<file path="config.mk">
export PLATFORM = sky130hd
export DESIGN_NAME = multiword_alu_seq
export DESIGN_NICKNAME = d
export VERILOG_FILES = /design/src/rtl/multiword_alu_seq.sv
export SDC_FILE = /design/constraint.sdc
export NUM_CORES = 1
export LEC_CHECK = 0
export ABC_AREA = 1
export CORE_MARGIN = 2
export CORE_UTILIZATION = 35
export DETAILED_ROUTE_END_ITERATION = 12
export PLACE_DENSITY = 0.76
export SYNTH_ARGS = -nofsm -noshare
export SYNTH_HDL_FRONTEND = slang
export SYNTH_SLANG_ARGS = --single-unit
export TNS_END_PERCENT = 5
</file>
<file path="constraint.sdc">
create_clock -name CLK -period 2.44 [get_ports CLK]
set_input_delay 0.488 -clock CLK [delete_from_list [all_inputs] [get_ports CLK]]
set_output_delay 0.488 -clock CLK [all_outputs]
set_load 0.01 [all_outputs]
</file>
<file path="src/rtl/multiword_alu_seq.sv">
// Sequencer that runs an NWORDS-byte operation through an external 8-bit
// combinational ALU one byte per clock, chaining SC_OUT into the next SC_IN.
module multiword_alu_seq #(
    parameter int NWORDS = 2
) (
    input  logic                  CLK,
    input  logic                  Reset,
    input  logic                  start,
    input  logic [2:0]            op,
    input  logic [8*NWORDS-1:0]   opa,
    input  logic [8*NWORDS-1:0]   opb,
    input  logic                  cin,
    output logic [7:0]            ALU_A,
    output logic [7:0]            ALU_B,
    output logic [2:0]            ALU_OP,
    output logic                  ALU_SC_IN,
    input  logic [7:0]            ALU_OUT,
    input  logic                  ALU_SC,
    input  logic                  ALU_ZERO,
    output logic                  busy,
    output logic                  done,
    output logic [8*NWORDS-1:0]   result,
    output logic                  sc_out,
    output logic                  zero
);

    localparam logic [2:0] kADD     = 3'd0;
    localparam logic [2:0] kLSH     = 3'd1;
    localparam logic [2:0] kRSH     = 3'd2;
    localparam logic [2:0] kXOR     = 3'd3;
    localparam logic [2:0] kAND     = 3'd4;
    localparam logic [2:0] kCompare = 3'd5;

    localparam int IDX_W = (NWORDS > 1) ? $clog2(NWORDS) : 1;
    localparam logic [IDX_W-1:0] IDX_LAST = IDX_W'(NWORDS - 1);

    typedef enum logic [1:0] {IDLE, RUN, DONE} state_t;

    state_t               state, state_next;
    logic [2:0]           op_r;
    logic [8*NWORDS-1:0]  a_r;
    logic [8*NWORDS-1:0]  b_r;
    logic                 carry_r;
    logic                 zacc_r;
    logic [IDX_W-1:0]     idx_r;
    logic [8*NWORDS-1:0]  result_r;
    logic                 last_byte;

    // Right shifts walk MSW to LSW so the shifted-out bit lands in the lower byte's MSB.
    assign last_byte = (op_r == kRSH) ? (idx_r == '0) : (idx_r == IDX_LAST);

    always_ff @(posedge CLK) begin
        if (Reset) begin
            state <= IDLE;
        end else begin
            state <= state_next;
        end
    end

    always_comb begin
        state_next = state;
        ALU_A      = '0;
        ALU_B      = '0;
        ALU_OP     = '0;
        ALU_SC_IN  = 1'b0;
        case (state)
            IDLE: begin
                if (start) state_next = RUN;
            end
            RUN: begin
                ALU_A     = a_r[idx_r*8 +: 8];
                ALU_B     = b_r[idx_r*8 +: 8];
                ALU_OP    = op_r;
                ALU_SC_IN = carry_r;
                if (last_byte) state_next = DONE;
            end
            DONE: begin
                state_next = IDLE;
            end
            default: begin
                state_next = IDLE;
            end
        endcase
    end

    always_ff @(posedge CLK) begin
        if (Reset) begin
            op_r     <= '0;
            a_r      <= '0;
            b_r      <= '0;
            carry_r  <= 1'b0;
            zacc_r   <= 1'b0;
            idx_r    <= '0;
            result_r <= '0;
        end else begin
            case (state)
                IDLE: begin
                    if (start) begin
                        op_r     <= op;
                        a_r      <= opa;
                        b_r      <= opb;
                        carry_r  <= cin;
                        zacc_r   <= 1'b1;
                        result_r <= '0;
                        idx_r    <= (op == kRSH) ? IDX_LAST : '0;
                    end
                end
                RUN: begin
                    result_r[idx_r*8 +: 8] <= ALU_OUT;
                    carry_r                <= ALU_SC;
                    zacc_r                 <= zacc_r & ALU_ZERO;
                    if (!last_byte) begin
                        idx_r <= (op_r == kRSH) ? idx_r - 1'b1 : idx_r + 1'b1;
                    end
                end
                default: begin
                end
            endcase
        end
    end

    // Carry and zero accumulators hold after DONE, so they double as the outputs.
    assign busy   = (state != IDLE);
    assign done   = (state == DONE);
    assign result = result_r;
    assign sc_out = carry_r;
    assign zero   = zacc_r;

endmodule

</file>
==> results by group, run 1 <==
Status
  • Outcome: complete, no violations

Clock tree
  • Setup Fix Bufs, Post-CTS: 0
  • Post-CTS resize count: 0
  • Post-CTS Hold Fix Bufs: 0
  • Clock Path Buffers: 2
  • Clock Latency Late Sink: 310 ps
  • CTS tree: done
  • H-tree lvl count: 2
  • CTS Root Cell: clkbuf_8
  • Cts bufs inserted: 5
  • Clock-pin slew on the worst setup and hold paths: 100 ps
  • Num Clock Sinks: 56

Logic synthesis
  • EDFF count, synth: 0
  • FFs w/ async S/R, synth: 0
  • Distinct cell type count of the synthesized netlist: 29
  • Yosys Warn Count: 0
  • Synth Instances: 318
  • Synthesized area: 2380 µm²
  • Avg Inst Size Synth: 7.50 µm²
  • Ys flop type: dfxtp_1
  • Syn_nets: 367
  • Sequential element share of the synthesized area: 0.470
  • Flops & latches, synth: 56

Worst hold path
  • HP Start: result[13]
  • Hold WC Path Type: reg2reg
  • Hold path depth: 2
  • Hold EP: result[13]

Drt
  • Final WL: 6.06 mm
  • WL/cell: 12.7 µm
  • Remaining DRCs: 0
  • TritonRoute pass-1 iters: 7
  • Iter 0 DRT Violations: 119
  • Total number of vias: 2359
  • DR vias/cell: 4.94
  • Antenna viol nets, final: 0

Run
  • Max_cap viols: 0

Setup path
  • R2r startpoint: idx_r
  • CP Data Required Time: 1950 ps
  • Worst setup SP type: flip-flop
  • Worst r2r dst: idx_r
  • R2r setup slk: 1000 ps
  • Worst setup EP type: output port
  • Crit Path Max Fanout: 27
  • Worst reg2reg path depth: 5
  • Critical path arrival: 1770 ps
  • Setup CP Type: reg2out

Timing
  • Unrepaired setup endpoints after global routing: no
  • Final Slew Violations: 0
  • Worst hold margin: 486 ps
  • Crit share post-route: 0.927
  • Worst Skew: 11.6 ps
  • Fin. Hold Viols: 0
  • Max frequency: 0.442 GHz
  • Tightest Pin Transition: 563 ps
  • Setup tns final: 0 ps
  • Relative slew margins: 0.624
  • # setup viols final: 0
  • Minimum clock period: 2260 ps

Layout
  • # fillers: 668
  • Most frequent cells in the layout: clkdlybuf4s50_1 (88), nor2_1 (69), dfxtp_1 (56), nand2_1 (38), a21oi_1 (37)
  • Share of layout cells above drive strength 1: 0.0729
  • Final core occ: 0.502
  • Nets: 446
  • Fin area: 3360 µm²
  • Area grow syn2layout: 40.8%
  • Commonest non-fill, non-tap cell in the layout: clkdlybuf4s50_1
  • N_diodes: 0

Power
  • Sequential share of power: 0.504
  • Cell internal pwr: 1.45 mW
  • Max IR drop VDD: 0.272 mV
  • PD cells: 613 nW/µm²
  • Gate power share: 0.240
  • Switching power of the nets: 608 µW
  • Clock share of power: 0.256
  • Static Leak: 1.22 nW
  • Total power draw: 2.06 mW
  • Switching fraction of total power: 0.296

Global routing
  • Remaining Overflow, GRT: 0
  • Pin count of the biggest net entering global routing: 34
  • First-pass GRT wire length: 10.0 mm
  • Initial antenna violation count: 0
  • Number of global-route vias before repair: 2249
  • All-layer global routing usage: 0.165

Die
  • Total die area: 7490 µm²
  • Top Ports: 89
  • Core ar.: 6680 µm²
  • Die Ht: 86.5 µm
  • Initial Utilization: 0.357
  • Row Count: 30
  • Die Width: 86.5 µm

Place
  • GP Congestion: 0.733
  • HPWL Detailed: 4.22 mm
  • IO Port Bufs: 88
  • Placed inst area: 3260 µm²
critical path, stage by stage (launching register included):
cell and delay (ps):
dfxtp_1 340, clkinv_2 300, nand2_1 90, a21oi_1 180, clkdlybuf4s50_1 560
cell families after synthesis:
| kind of cell | count (synthesis) | synth area share |
|---|---|---|
| compound gates | 78 | 0.170 |
| simple gates | 150 | 0.275 |
| buf+inv | 34 | 0.0856 |
| flops | 56 | 0.470 |
power by group through the flow:
stage,sequential [mW],combinational [mW],clock (mW)
after global routing,1.05,0.551,0.577
after CTS,1.04,0.498,0.544
after detailed placement,1.06,0.497,0
after floorplan,1.05,0.307,0
final,1.04,0.493,0.526
after global placement,1.05,0.492,0
registers in the layout, indices dropped and copies added (netlist names):
| register | count |
|---|---|
| a_r | 16 |
| b_r | 16 |
| idx_r | 1 |
| op_r | 3 |
| result | 16 |
| sc_out | 1 |
| state | 2 |
| zero | 1 |
stage by stage:
stage	setup slack, ps	cells
floorplan	977	318
global placement	522	470
detailed placement	479	470
CTS	140	478
global route	14.0	478
finish	177	478
layout make-up:
type / instances / area [µm²] / share of cell area
Multi-Input combinational cell: 228 / 1060 / 0.315
Inverter: 11 / 45.0 / 0.0134
Sequential cell: 56 / 1120 / 0.334
Timing Repair Buffer: 95 / 933 / 0.278
Clock inverter: 2 / 15.0 / 0.00447
Clock buffer: 6 / 82.6 / 0.0246
Tap cell: 80 / 100 / 0.0298
cells in the mapped netlist (2+ instances only):
library cell	number	share of area
a21oi_1	37	0.078
buf_2	6	0.013
buf_4	8	0.025
clkbuf_1	6	0.0094
dfxtp_1	56	0.47
inv_1	6	0.0094
inv_2	3	0.0047
nand2_1	38	0.060
nand2_4	2	0.0094
nand3_1	34	0.071
nor2_1	69	0.11
nor2_2	2	0.0052
o21ai_0	32	0.067
o21ai_1	4	0.0084
worst max path at each step:
stage,end,depth (start not counted),startpoint
CTS,ALU_A[0],4,idx_r
floorplan,ALU_A[0],5,idx_r
finish,ALU_A[3],4,idx_r
detailed placement,ALU_A[0],4,idx_r
global placement,ALU_A[4],4,idx_r
global route,ALU_A[3],4,idx_r
layer usage:
| metal | global-route usage | wire length, µm |
|---|---|---|
| met3 | 0.0352 | 331 |
| met1 | 0.207 | 2780 |
| met5 | 0 | 0 |
| met2 | 0.290 | 2930 |
| met4 | 0.0398 | 23 |
(Power assumes the default switching activity.)
==> run 2, diff against run 1 <==
--- a/config.mk
+++ b/config.mk
@@ -6,10 +6,12 @@
 export NUM_CORES = 1
 export LEC_CHECK = 0
 export ABC_AREA = 1
+export CELL_PAD_IN_SITES_DETAIL_PLACEMENT = 0
+export CELL_PAD_IN_SITES_GLOBAL_PLACEMENT = 1
 export CORE_MARGIN = 2
-export CORE_UTILIZATION = 35
+export CORE_UTILIZATION = 33
 export DETAILED_ROUTE_END_ITERATION = 12
-export PLACE_DENSITY = 0.76
+export PLACE_DENSITY = 0.94
 export SYNTH_ARGS = -nofsm -noshare
 export SYNTH_HDL_FRONTEND = slang
 export SYNTH_SLANG_ARGS = --single-unit
==> results by group, run 2 (same netlist as run 1, synthesis figures left out) <==
Status
  • Outcome: complete, no violations

Timing
  • Tightest Pin Transition: 917 ps (+354 ps)
  • Unrepaired setup endpoints after global routing: no
  • Final Slew Violations: 0 (unchanged)
  • Worst Skew: 5.30 ps (-6.27 ps)
  • # setup viols final: 0 (unchanged)
  • Minimum clock period: 2220 ps (-37.6 ps)
  • Max frequency: 0.449 GHz (+1.7%)
  • Relative slew margins: 0.388 (-0.236)
  • Fin. Hold Viols: 0 (unchanged)
  • Setup tns final: 0 ps (unchanged)
  • Crit share post-route: 0.912 (-0.0154)

Drt
  • DR vias/cell: 4.74 (-4.0%)
  • Total number of vias: 2330 (-1.2%)
  • WL/cell: 12.7 µm (+0.22%)
  • Remaining DRCs: 0 (unchanged)
  • Antenna viol nets, final: 0 (unchanged)
  • Final WL: 6.25 mm (+3.2%)
  • Iter 0 DRT Violations: 139 (+17%)
  • TritonRoute pass-1 iters: 4 (-3)

Clock tree
  • Clock Path Buffers: 2 (unchanged)
  • Post-CTS Hold Fix Bufs: 0 (unchanged)
  • Cts bufs inserted: 5 (unchanged)
  • Clock Latency Late Sink: 300 ps (about the same)
  • Setup Fix Bufs, Post-CTS: 0 (unchanged)
  • CTS tree: done
  • CTS Root Cell: clkbuf_8
  • Num Clock Sinks: 56 (unchanged)
  • Post-CTS resize count: 0 (unchanged)
  • Clock-pin slew on the worst setup and hold paths: 100 ps (about the same)
  • H-tree lvl count: 2 (unchanged)

Place
  • HPWL Detailed: 4.34 mm (+2.7%)
  • GP Congestion: 0.739 (+0.78%)
  • IO Port Bufs: 88 (unchanged)

Global routing
  • Number of global-route vias before repair: 2041 (-9.2%)
  • Pin count of the biggest net entering global routing: 37 (+8.8%)
  • First-pass GRT wire length: 9.65 mm (-3.9%)
  • Initial antenna violation count: 0 (unchanged)
  • Remaining Overflow, GRT: 0 (unchanged)
  • All-layer global routing usage: 0.154 (-0.0114)

Worst hold path
  • Hold path depth: 2 (unchanged)
  • HP Start: result[8]
  • Hold WC Path Type: reg2reg

Setup path
  • CP Data Required Time: 1950 ps (about the same)
  • Setup CP Type: reg2out
  • Worst setup SP type: flip-flop
  • Crit path from: idx_r
  • CP top delay family: buffers and inverters
  • Worst setup EP type: output port
  • R2r startpoint: state[0]
  • Crit Path Max Fanout: 13 (-52%)
  • Highest-delay cell along the critical path: clkdlybuf4s50_1
  • Critical path arrival: 1740 ps (-30 ps)
  • CP cell instances: buf_4 -> nand2_1 -> a21oi_1 -> clkdlybuf4s50_1
  • Worst path depth: 4 (unchanged)
  • Worst reg2reg path depth: 5 (unchanged)
  • Max stage delay on crit path: 570 ps (about the same)
  • Buffer and inverter count on the worst path: 2 (unchanged)

Power
  • Static Leak: 1.22 nW (about the same)
  • Total power draw: 2.05 mW (-0.47%)
  • Max IR drop VDD: 0.296 mV (+8.9%)
  • PD cells: 609 nW/µm² (-0.54%)

Layout
  • Nets: 444 (-0.45%)
  • N_diodes: 0 (unchanged)
  • Commonest non-fill, non-tap cell in the layout: clkdlybuf4s50_1
  • Area grow syn2layout: 40.9% (about the same)
  • # fillers: 706 (+5.7%)
  • Most frequent cells in the layout: clkdlybuf4s50_1 (88), nor2_1 (69), dfxtp_1 (55), nand2_1 (38), a21oi_1 (37)
  • Share of layout cells above drive strength 1: 0.0707 (-0.00216)

Die
  • Die Ht: 89.0 µm (+2.8%)
  • Core ar.: 6910 µm² (+3.4%)
  • Row Count: 30 (unchanged)
  • Die Width: 89.0 µm (+2.8%)
  • Top Ports: 89 (unchanged)
  • Initial Utilization: 0.345 (-0.0116)
  • Total die area: 7920 µm² (+5.8%)

Run
  • Max_cap viols: 0 (unchanged)
## run 2: changes by cell type in the layout (fill, tap and decap cells not counted)
cell	delta
dfxtp_2	+1
dfxtp_1	-1
inv_4	+1
clkinv_2	+1
clkinvlp_4	-2
buf_4	-2
## run 2: worst paths after layout
kind	end	slack [ps]
worst max-delay path	ALU_A[4]	220
worst min-delay path	result[8]	480
worst max register to register	sc_out	940
worst min register to register	result[8]	480
## run 2: layout make-up
type                    count  area [µm²]  area share
well taps                  96         120      0.0358
repair buffers             93         918       0.273
inverters                  11        46.3      0.0138
flip-flops and latches     56        1120       0.334
clock buffers               6        82.6      0.0246
multi-input cells         228        1060       0.315
clock inverters             2        10.0     0.00298
## run 2: per-stage QoR
stage | hold WS (ps) | util | cells | worst slack, ps | instance area (µm²)
floorplan | 455 | - | 318 | 977 | 2380
global placement | 463 | 0.472 | 484 | 360 | 3260
detailed placement | 474 | 0.472 | 484 | 337 | 3260
CTS | 489 | 0.486 | 492 | 81.0 | 3360
global route | 505 | 0.486 | 492 | 100 | 3360
finish | 483 | 0.486 | 492 | 215 | 3360
## run 2: worst min-delay path, cell delays in order, from the launching register on
cell and delay [ps]:
dfxtp_1 320, nand3_1 70, a21oi_1 50
## run 2: layer usage
metal / part of all wire / GRT usage / up-vias
li1: - / - / 1196
met2: 0.46 / 0.250 / 68
met5: 0 / 0 / -
met3: 0.071 / 0.0416 / 2
met1: 0.46 / 0.208 / 1064
met4: 0.0034 / 0.0299 / 0
## run 2: power breakdown
group / switching (mW) / leakage, nW / internal (mW)
Clock: 0.289 / 0.0510 / 0.228
Sequential: 0.0466 / 0.462 / 0.994
Combinational: 0.266 / 0.711 / 0.223
==> run 3, diff against run 2 <==
--- a/config.mk
+++ b/config.mk
@@ -10,7 +10,9 @@
 export CELL_PAD_IN_SITES_GLOBAL_PLACEMENT = 1
 export CORE_MARGIN = 2
 export CORE_UTILIZATION = 33
+export CTS_CLUSTER_DIAMETER = 200
 export DETAILED_ROUTE_END_ITERATION = 12
+export MAX_ROUTING_LAYER = met4
 export PLACE_DENSITY = 0.94
 export SYNTH_ARGS = -nofsm -noshare
 export SYNTH_HDL_FRONTEND = slang
==> results by group, run 3 (same netlist as run 1, synthesis figures left out) <==
Drt
  • Remaining DRCs: 0 (unchanged)
  • Total number of vias: 2338 (+0.34%)
  • TritonRoute pass-1 iters: 4 (unchanged)
  • Antenna viol nets, final: 0 (unchanged)
  • DR vias/cell: 4.75 (+0.34%)
  • Iter 0 DRT Violations: 131 (-5.8%)
  • Final WL: 6.23 mm (-0.34%)
  • WL/cell: 12.7 µm (-0.34%)

Setup path
  • Worst setup SP type: flip-flop
  • Critical path arrival: 1730 ps (about the same)
  • R2r setup slk: 940 ps (about the same)
  • Setup CP Type: reg2out
  • Worst r2r dst: sc_out
  • Crit Path Max Fanout: 13 (unchanged)
  • R2r startpoint: state[0]
  • CP Data Required Time: 1950 ps (about the same)
  • Worst setup EP type: output port
  • Worst reg2reg path depth: 5 (unchanged)

Timing
  • Setup tns final: 0 ps (unchanged)
  • Unrepaired setup endpoints after global routing: no
  • Tightest Pin Transition: 896 ps (-21.1 ps)
  • Final Slew Violations: 0 (unchanged)
  • Fin. Hold Viols: 0 (unchanged)
  • # setup viols final: 0 (unchanged)
  • Relative slew margins: 0.402 (+0.0141)
  • Crit share post-route: 0.911 (about the same)
  • Worst Skew: 7.10 ps (+1.81 ps)
  • Minimum clock period: 2220 ps (-2.20 ps)
  • Max frequency: 0.450 GHz (about the same)

Global routing
  • First-pass GRT wire length: 9.65 mm (unchanged)
  • Pin count of the biggest net entering global routing: 37 (unchanged)
  • Number of global-route vias before repair: 2037 (-0.20%)
  • All-layer global routing usage: 0.159 (+0.00469)
  • Remaining Overflow, GRT: 0 (unchanged)
  • Initial antenna violation count: 0 (unchanged)

Layout
  • Commonest non-fill, non-tap cell in the layout: clkdlybuf4s50_1
  • Fin area: 3360 µm² (unchanged)
  • Nets: 444 (unchanged)
  • Area of the multi-input gates: 1060 µm² (unchanged)
  • Area grow syn2layout: 40.9% (unchanged)
  • Sequential Area: 1120 µm² (unchanged)
  • Most frequent cells in the layout: clkdlybuf4s50_1 (88), nor2_1 (69), dfxtp_1 (55), nand2_1 (38), a21oi_1 (37)
  • # fillers: 706 (unchanged)
  • N_diodes: 0 (unchanged)
  • Share of layout cells above drive strength 1: 0.0707 (unchanged)

Clock tree
  • Clock-pin slew on the worst setup and hold paths: 100 ps (about the same)
  • Clock Path Buffers: 2 (unchanged)
  • Post-CTS Hold Fix Bufs: 0 (unchanged)
  • Setup Fix Bufs, Post-CTS: 0 (unchanged)
  • H-tree lvl count: 2 (unchanged)
  • CTS tree: done
  • Post-CTS resize count: 0 (unchanged)
  • Num Clock Sinks: 56 (unchanged)
  • Cts bufs inserted: 5 (unchanged)
  • Clock Latency Late Sink: 300 ps (about the same)
  • CTS Root Cell: clkbuf_8

Worst hold path
  • Hold path depth: 2 (unchanged)
  • HP Start: result[8]
  • Hold WC Path Type: reg2reg
  • Hold EP: result[8]

Die
  • Top Ports: 89 (unchanged)
  • Row Count: 30 (unchanged)
  • Initial Utilization: 0.345 (unchanged)
  • Core ar.: 6910 µm² (unchanged)
  • Die Ht: 89.0 µm (unchanged)
  • Die Width: 89.0 µm (unchanged)
  • Total die area: 7920 µm² (unchanged)

Run
  • Max_cap viols: 0 (unchanged)

Place
  • Placed inst area: 3260 µm² (unchanged)
  • GP Congestion: 0.748 (+1.2%)
  • HPWL Detailed: 4.34 mm (unchanged)
  • IO Port Bufs: 88 (unchanged)

Power
  • Max IR drop VDD: 0.295 mV (-0.40%)
  • Static Leak: 1.22 nW (unchanged)
  • PD cells: 609 nW/µm² (unchanged)

Status
  • Outcome: complete, no violations
## run 3: cell type report
class | count | area share
inverters | 11 | 0.0138
clock inverters | 2 | 0.00298
repair buffers | 93 | 0.273
flip-flops and latches | 56 | 0.334
clock buffers | 6 | 0.0246
multi-input cells | 228 | 0.315
well taps | 96 | 0.0358
## run 3: how the worst max path moves through the flow
stage | start | slack (ps) | to
after floorplan | idx_r | 980 | ALU_A[0]
after global placement | start | 360 | sc_out
after detailed placement | Reset | 340 | a_r[4]
after CTS | idx_r | 80 | ALU_B[0]
after global routing | idx_r | 100 | ALU_A[6]
final | idx_r | 220 | ALU_A[4]
## run 3: critical path, stage by stage (launching register included)
cell and delay [ps]:
dfxtp_2 410, buf_4 240, nand2_1 70, a21oi_1 170, clkdlybuf4s50_1 570
## run 3: per-layer routing
metal	up-vias	track usage	part of all wire
met3	2	0.0332	0.067
met2	81	0.250	0.46
met5	-	-	0
li1	1196	-	-
met4	0	0.0299	0.0034
met1	1059	0.213	0.47
## run 3: report_power, final
group	leakage [nW]	internal, mW	switching, mW	total (mW)
Combinational	0.711	0.223	0.266	0.489
Clock	0.0510	0.228	0.290	0.518
Sequential	0.462	0.994	0.0466	1.04
Total	1.22	1.44	0.602	2.05
## run 3: metrics by stage
stage          setup WS [ps]  hold WS (ps)   util  power, mW  instances
3_3_place_gp             360           463  0.472       1.54        484
5_1_grt                  100           505  0.486       2.17        492
4_1_cts                 81.0           489  0.486       2.07        492
6_report                 217           483  0.486       2.05        492
3_5_place_dp             337           474  0.472       1.55        484
2_1_floorplan            977           455      -       1.36        318
==> RTL change 1: new RTL, flow settings as in run 2 <==
Reset style: asynchronous (`Reset`), changed in 2 clocked blocks.
--- a/src/rtl/multiword_alu_seq.sv
+++ b/src/rtl/multiword_alu_seq.sv
@@ -49,7 +49,7 @@
     // Right shifts walk MSW to LSW so the shifted-out bit lands in the lower byte's MSB.
     assign last_byte = (op_r == kRSH) ? (idx_r == '0) : (idx_r == IDX_LAST);
 
-    always_ff @(posedge CLK) begin
+    always_ff @(posedge CLK or posedge Reset) begin
         if (Reset) begin
             state <= IDLE;
         end else begin
@@ -83,7 +83,7 @@
         endcase
     end
 
-    always_ff @(posedge CLK) begin
+    always_ff @(posedge CLK or posedge Reset) begin
         if (Reset) begin
             op_r     <= '0;
             a_r      <= '0;
Formal check against the unedited RTL: differs if Reset is asserted again (counterexample within 4 cycles, from zero or initial values and one cycle with Reset high); with Reset held inactive, the same outputs for 10 cycles.
==> RTL change 1 against run 2 <==
Synthesized cell count shrank 23%; wire length shrank 5.3%; final area grew 9.1%; worst setup slack lost 110 ps; sequential cell count is the same; synthesized area grew 6.7%; largest cell class unchanged.
Power is not compared: it rests on default switching activity, and its combinational part moved more than twofold at a synthesized area within 25%.
==> RTL change 1: results (changes against run 2) <==
Critical path destination: ALU_B[1]
Post-synthesis cell count: 246 (-23%)
Post-synthesis async set-or-reset flop share: 100% (+100 points)
WL met3: 388 µm (-12%)
RD Place Congestion: 0.721 (-2.5%)
Met1 Usage GRT: 18.6% (-2.2 points)
Layout net count: 385 (-13%)
Worst reg2reg endpoint: result[9]
WHS: 502 ps (+19.0 ps)
Met2 Wirelength: 2900 µm (+0.21%)
Worst-case reg-to-reg path depth: 6 (+1)
Fillers: 727 (+3.0%)
Multiplexer share of the synthesized area: 14.5% (+14 points)
Pre-CTS WS: 408 ps (+70.8 ps)
Vias/cell: 4.57 (-3.5%)
Dpl cell area: 0.00354 mm² (+8.5%)
Crit. Startpoint: idx_r
CP arrival: 1850 ps (+110 ps)
Initial DRC count: 46 (-67%)
Vias in the first global route: 2056 (+0.73%)
Met3 Use GR: 4.11% (-0.047 points)
Synth area leaders: dfrtp_1 (55%), mux2_2 (12%), nand2_1 (7.2%), nand3_1 (5.7%), a21oi_1 (3.5%)
Worst-Margin Slew: 501 ps (-416 ps)
Compound-Gate Fraction of Synth Area: 7.87% (-9.1 points)
CP Max Fanout: 17 (+4)
Worst reg2reg setup slack: 980 ps (+40 ps)
Status: finished clean
Fin Clk Skew: 12.2 ps (+6.93 ps)
First-pass GRT wire length: 10000 µm (+3.8%)
Met2 Use GR: 25.7% (+0.71 points)
## RTL change 1: changes by cell type in the layout (fill, tap and decap cells not counted), moves of 13 or more
cell             before  now
dlymetal6s2s_1        0   13
a21oi_1              37   18
dfrtp_1               0   56
dfxtp_1              55    0
nor2_1               69    7
o21ai_0              32    5
clkdlybuf4s50_1      88   75
mux2_2                0   28
## RTL change 1: power breakdown
part | leakage, nW | internal (mW) | switching, mW
registers | 0.682 | 1.38 | 0.251
clock network | 0.0404 | 0.204 | 0.311
logic | 1.07 | 1.17 | 1.07
## RTL change 1: cell type report
| cell class | count | area, µm² | share of cell area [%] |
|---|---|---|---|
| well taps | 102 | 128 | 3.48 |
| clock buffers | 5 | 68.8 | 1.88 |
| inverters | 20 | 75.1 | 2.05 |
| repair buffers | 98 | 1000 | 27.3 |
| flip-flops and latches | 56 | 1400 | 38.2 |
| multi-input cells | 155 | 967 | 26.4 |
| clock inverters | 3 | 23.8 | 0.649 |
==> RTL change 2: new RTL, config.mk and constraints of run 2 <==
Made on the original files. Change the parameter `NWORDS` from 2 to 4.
--- a/src/rtl/multiword_alu_seq.sv
+++ b/src/rtl/multiword_alu_seq.sv
@@ -1,7 +1,7 @@
 // Sequencer that runs an NWORDS-byte operation through an external 8-bit
 // combinational ALU one byte per clock, chaining SC_OUT into the next SC_IN.
 module multiword_alu_seq #(
-    parameter int NWORDS = 2
+    parameter int NWORDS = 4
 ) (
     input  logic                  CLK,
     input  logic                  Reset,
Ports: changed (resized opa, opb and result); port bits go from 89 to 137. No check against the original RTL was run, so the function may have changed too.
==> RTL change 2 against run 2 <==
Worst setup slack lost 4.3 ps; sequential cell count grew 49; die area grew 84%; utilization shrank 0.67 points; critical path depth grew 2; synthesized area grew 89%; global-route usage grew 2.5 points; count of clock-buffer cells in the layout grew 4; total power grew 110%; maximum frequency shrank 0.19%; wire length grew 110%; synthesized cell count grew 100%; final area grew 90%; critical endpoint is now ALU_B[0]; largest cell class is now multi-input gates; largest power group unchanged.
==> RTL change 2: results (changes against run 2) <==
Total Wirelength: 12900 µm (+110%)
Setup_tns: 0 ps (unchanged)
GRT Total Usage: 17.9% (+2.5 points)
Ys Warns: 0 (unchanged)
Placed cells: 935 (+93%)
H-tree depth: 3 (+1)
Fillers: 1332 (+89%)
Ratio of cells with drive above 1 in the final layout: 6.06% (-1.0 points)
DR vias: 4438 (+90%)
Compound-Gate Fraction of Synth Area: 17.5% (+0.55 points)
CP Max Fanout: 14 (+1)
Multiplexer share of the synthesized area: 0% (unchanged)
Layout net count: 857 (+93%)
Static leakage: 2.52 nW (+110%)
Pre-Repair DR Iteration Count: 4 (unchanged)
Post-synthesis xor/xnor area fraction: 0% (unchanged)
Fin cells: 951 (+93%)
Synth unique cells: 22 (-24%)
Status: finished clean
Initial DRC count: 323 (+130%)
Total CTS buffers: 9 (+4)
Detail Placement HPWL: 9170 µm (+110%)
Initial Utilization: 33.8% (-0.70 points)
First-pass GRT wire length: 20400 µm (+110%)
Clock buffer depth: 2 (unchanged)
Worst hold path type: reg2reg
Dpl cell area: 0.00605 mm² (+86%)
CP arrival: 1740 ps (about the same)
Post-Syn Nets: 734 (+100%)
DR DRC count: 0 (unchanged)
Reg clk slew, reported paths: 70 ps (-30 ps)
Port Buffer Count: 136 (+55%)
Clock Latency Late Sink: 350 ps (+50 ps)
Root Driver: clkbuf_16
Avg Inst Size Synth: 6.95 µm² (-7.3%)
Slowest cell on the critical path: dfxtp_1
Initial antenna violation count: 0 (unchanged)
RD Place Congestion: 0.800 (+8.3%)
Synth area leaders: dfxtp_1 (47%), nor2_1 (17%), o21ai_0 (11%), nand2_1 (6.8%), a21oi_1 (6.1%)
Post-synthesis async set-or-reset flop share: 0% (unchanged)
Peak VDD IR: 0.335 mV (+13%)
Vias in the first global route: 4182 (+100%)
Synth cell count leaders: nor2_1 (209), dfxtp_1 (105), o21ai_0 (101)
Fin Clk Skew: 6.96 ps (+1.66 ps)
Largest net degree at the start of global routing: 68 (+84%)
Synth Flop Type: dfxtp_1
Slew HR: 69.8% (+31 points)
CP max stage delay: 360 ps (-210 ps)
N_diodes: 0 (unchanged)
Worst path top cell family by delay: buffers and inverters
Seq/Total Area, Yosys: 46.8% (-0.28 points)
Synth Area in Adders: 1.67% (+1.7 points)
[RTL change 2: cell types whose count changed after synthesis, moves of 5 or more]
cell | before | now
nor2_1 | 69 | 209
a21oi_1 | 37 | 55
ha_1 | 0 | 6
nand2_1 | 38 | 81
o21ai_0 | 32 | 101
inv_2 | 3 | 8
clkbuf_1 | 6 | 20
nand3_1 | 34 | 23
dfxtp_1 | 56 | 105
[RTL change 2: final timing paths]
| kind | startpoint | cells past startpoint | to | slack [ps] |
|---|---|---|---|---|
| setup / recovery | idx_r[1] | 6 | ALU_B[0] | 210 |
| hold / removal | result[10] | 2 | result[10] | 460 |
| setup reg to reg | idx_r[0] | 6 | result[1] | 540 |
| hold reg to reg | result[10] | 2 | result[10] | 460 |
[RTL change 2: where the power goes]
part	internal, mW	switching [mW]
Combinational	0.369	0.474
Sequential	1.85	0.0764
Clock	0.903	0.647
[RTL change 2: cells by family after synthesis]
group	count (synthesis)
and+or+nand+nor	320
buffers and inverters	59
adders and majority gates	6
AOI/OAI and AO/OA	157
DFF	105
[RTL change 2: metrics by stage]
step | worst slack [ps] | power (mW)
2_1_floorplan | 635 | 2.45
3_3_place_gp | 266 | 2.81
3_5_place_dp | 228 | 2.82
4_1_cts | 5.13 | 4.36
5_1_grt | 29.5 | 4.55
6_report | 211 | 4.32
[RTL change 2: layer usage]
metal  share of wire (%)  vias to the layer above  GRT usage (%)
met3                 5.9                       20           4.15
met2                  47                      133           29.3
met5                   0                        -              0
li1                    -                     2330              -
met1                  45                     1955           22.8
met4                 1.8                        0           6.90
[RTL change 2: repair_timing]
item,4_1_cts,5_1_grt
endpoints found under the hold margin,0,0
setup endpoints to repair,16,5
gates resized for setup,14,5
pin swaps,1,1
buffers inserted,0,0
hold buffers,0,0
[RTL change 2: cell type report]
class | count | area, µm² | share of cell area [%]
Multi-Input combinational cell | 483 | 2130 | 33.4
Inverter | 19 | 73.8 | 1.16
Timing Repair Buffer | 152 | 1530 | 23.9
Tap cell | 176 | 220 | 3.45
Sequential cell | 105 | 2100 | 33.0
Clock buffer | 10 | 229 | 3.59
Clock inverter | 6 | 92.6 | 1.45
[RTL change 2: worst register-to-register path: stages (launching register included)]
cell	delay (ps)
dfxtp_2	350
inv_4	220
buf_4	250
ha_1	300
nor2_1	390
nand3_1	150
a21oi_1	160
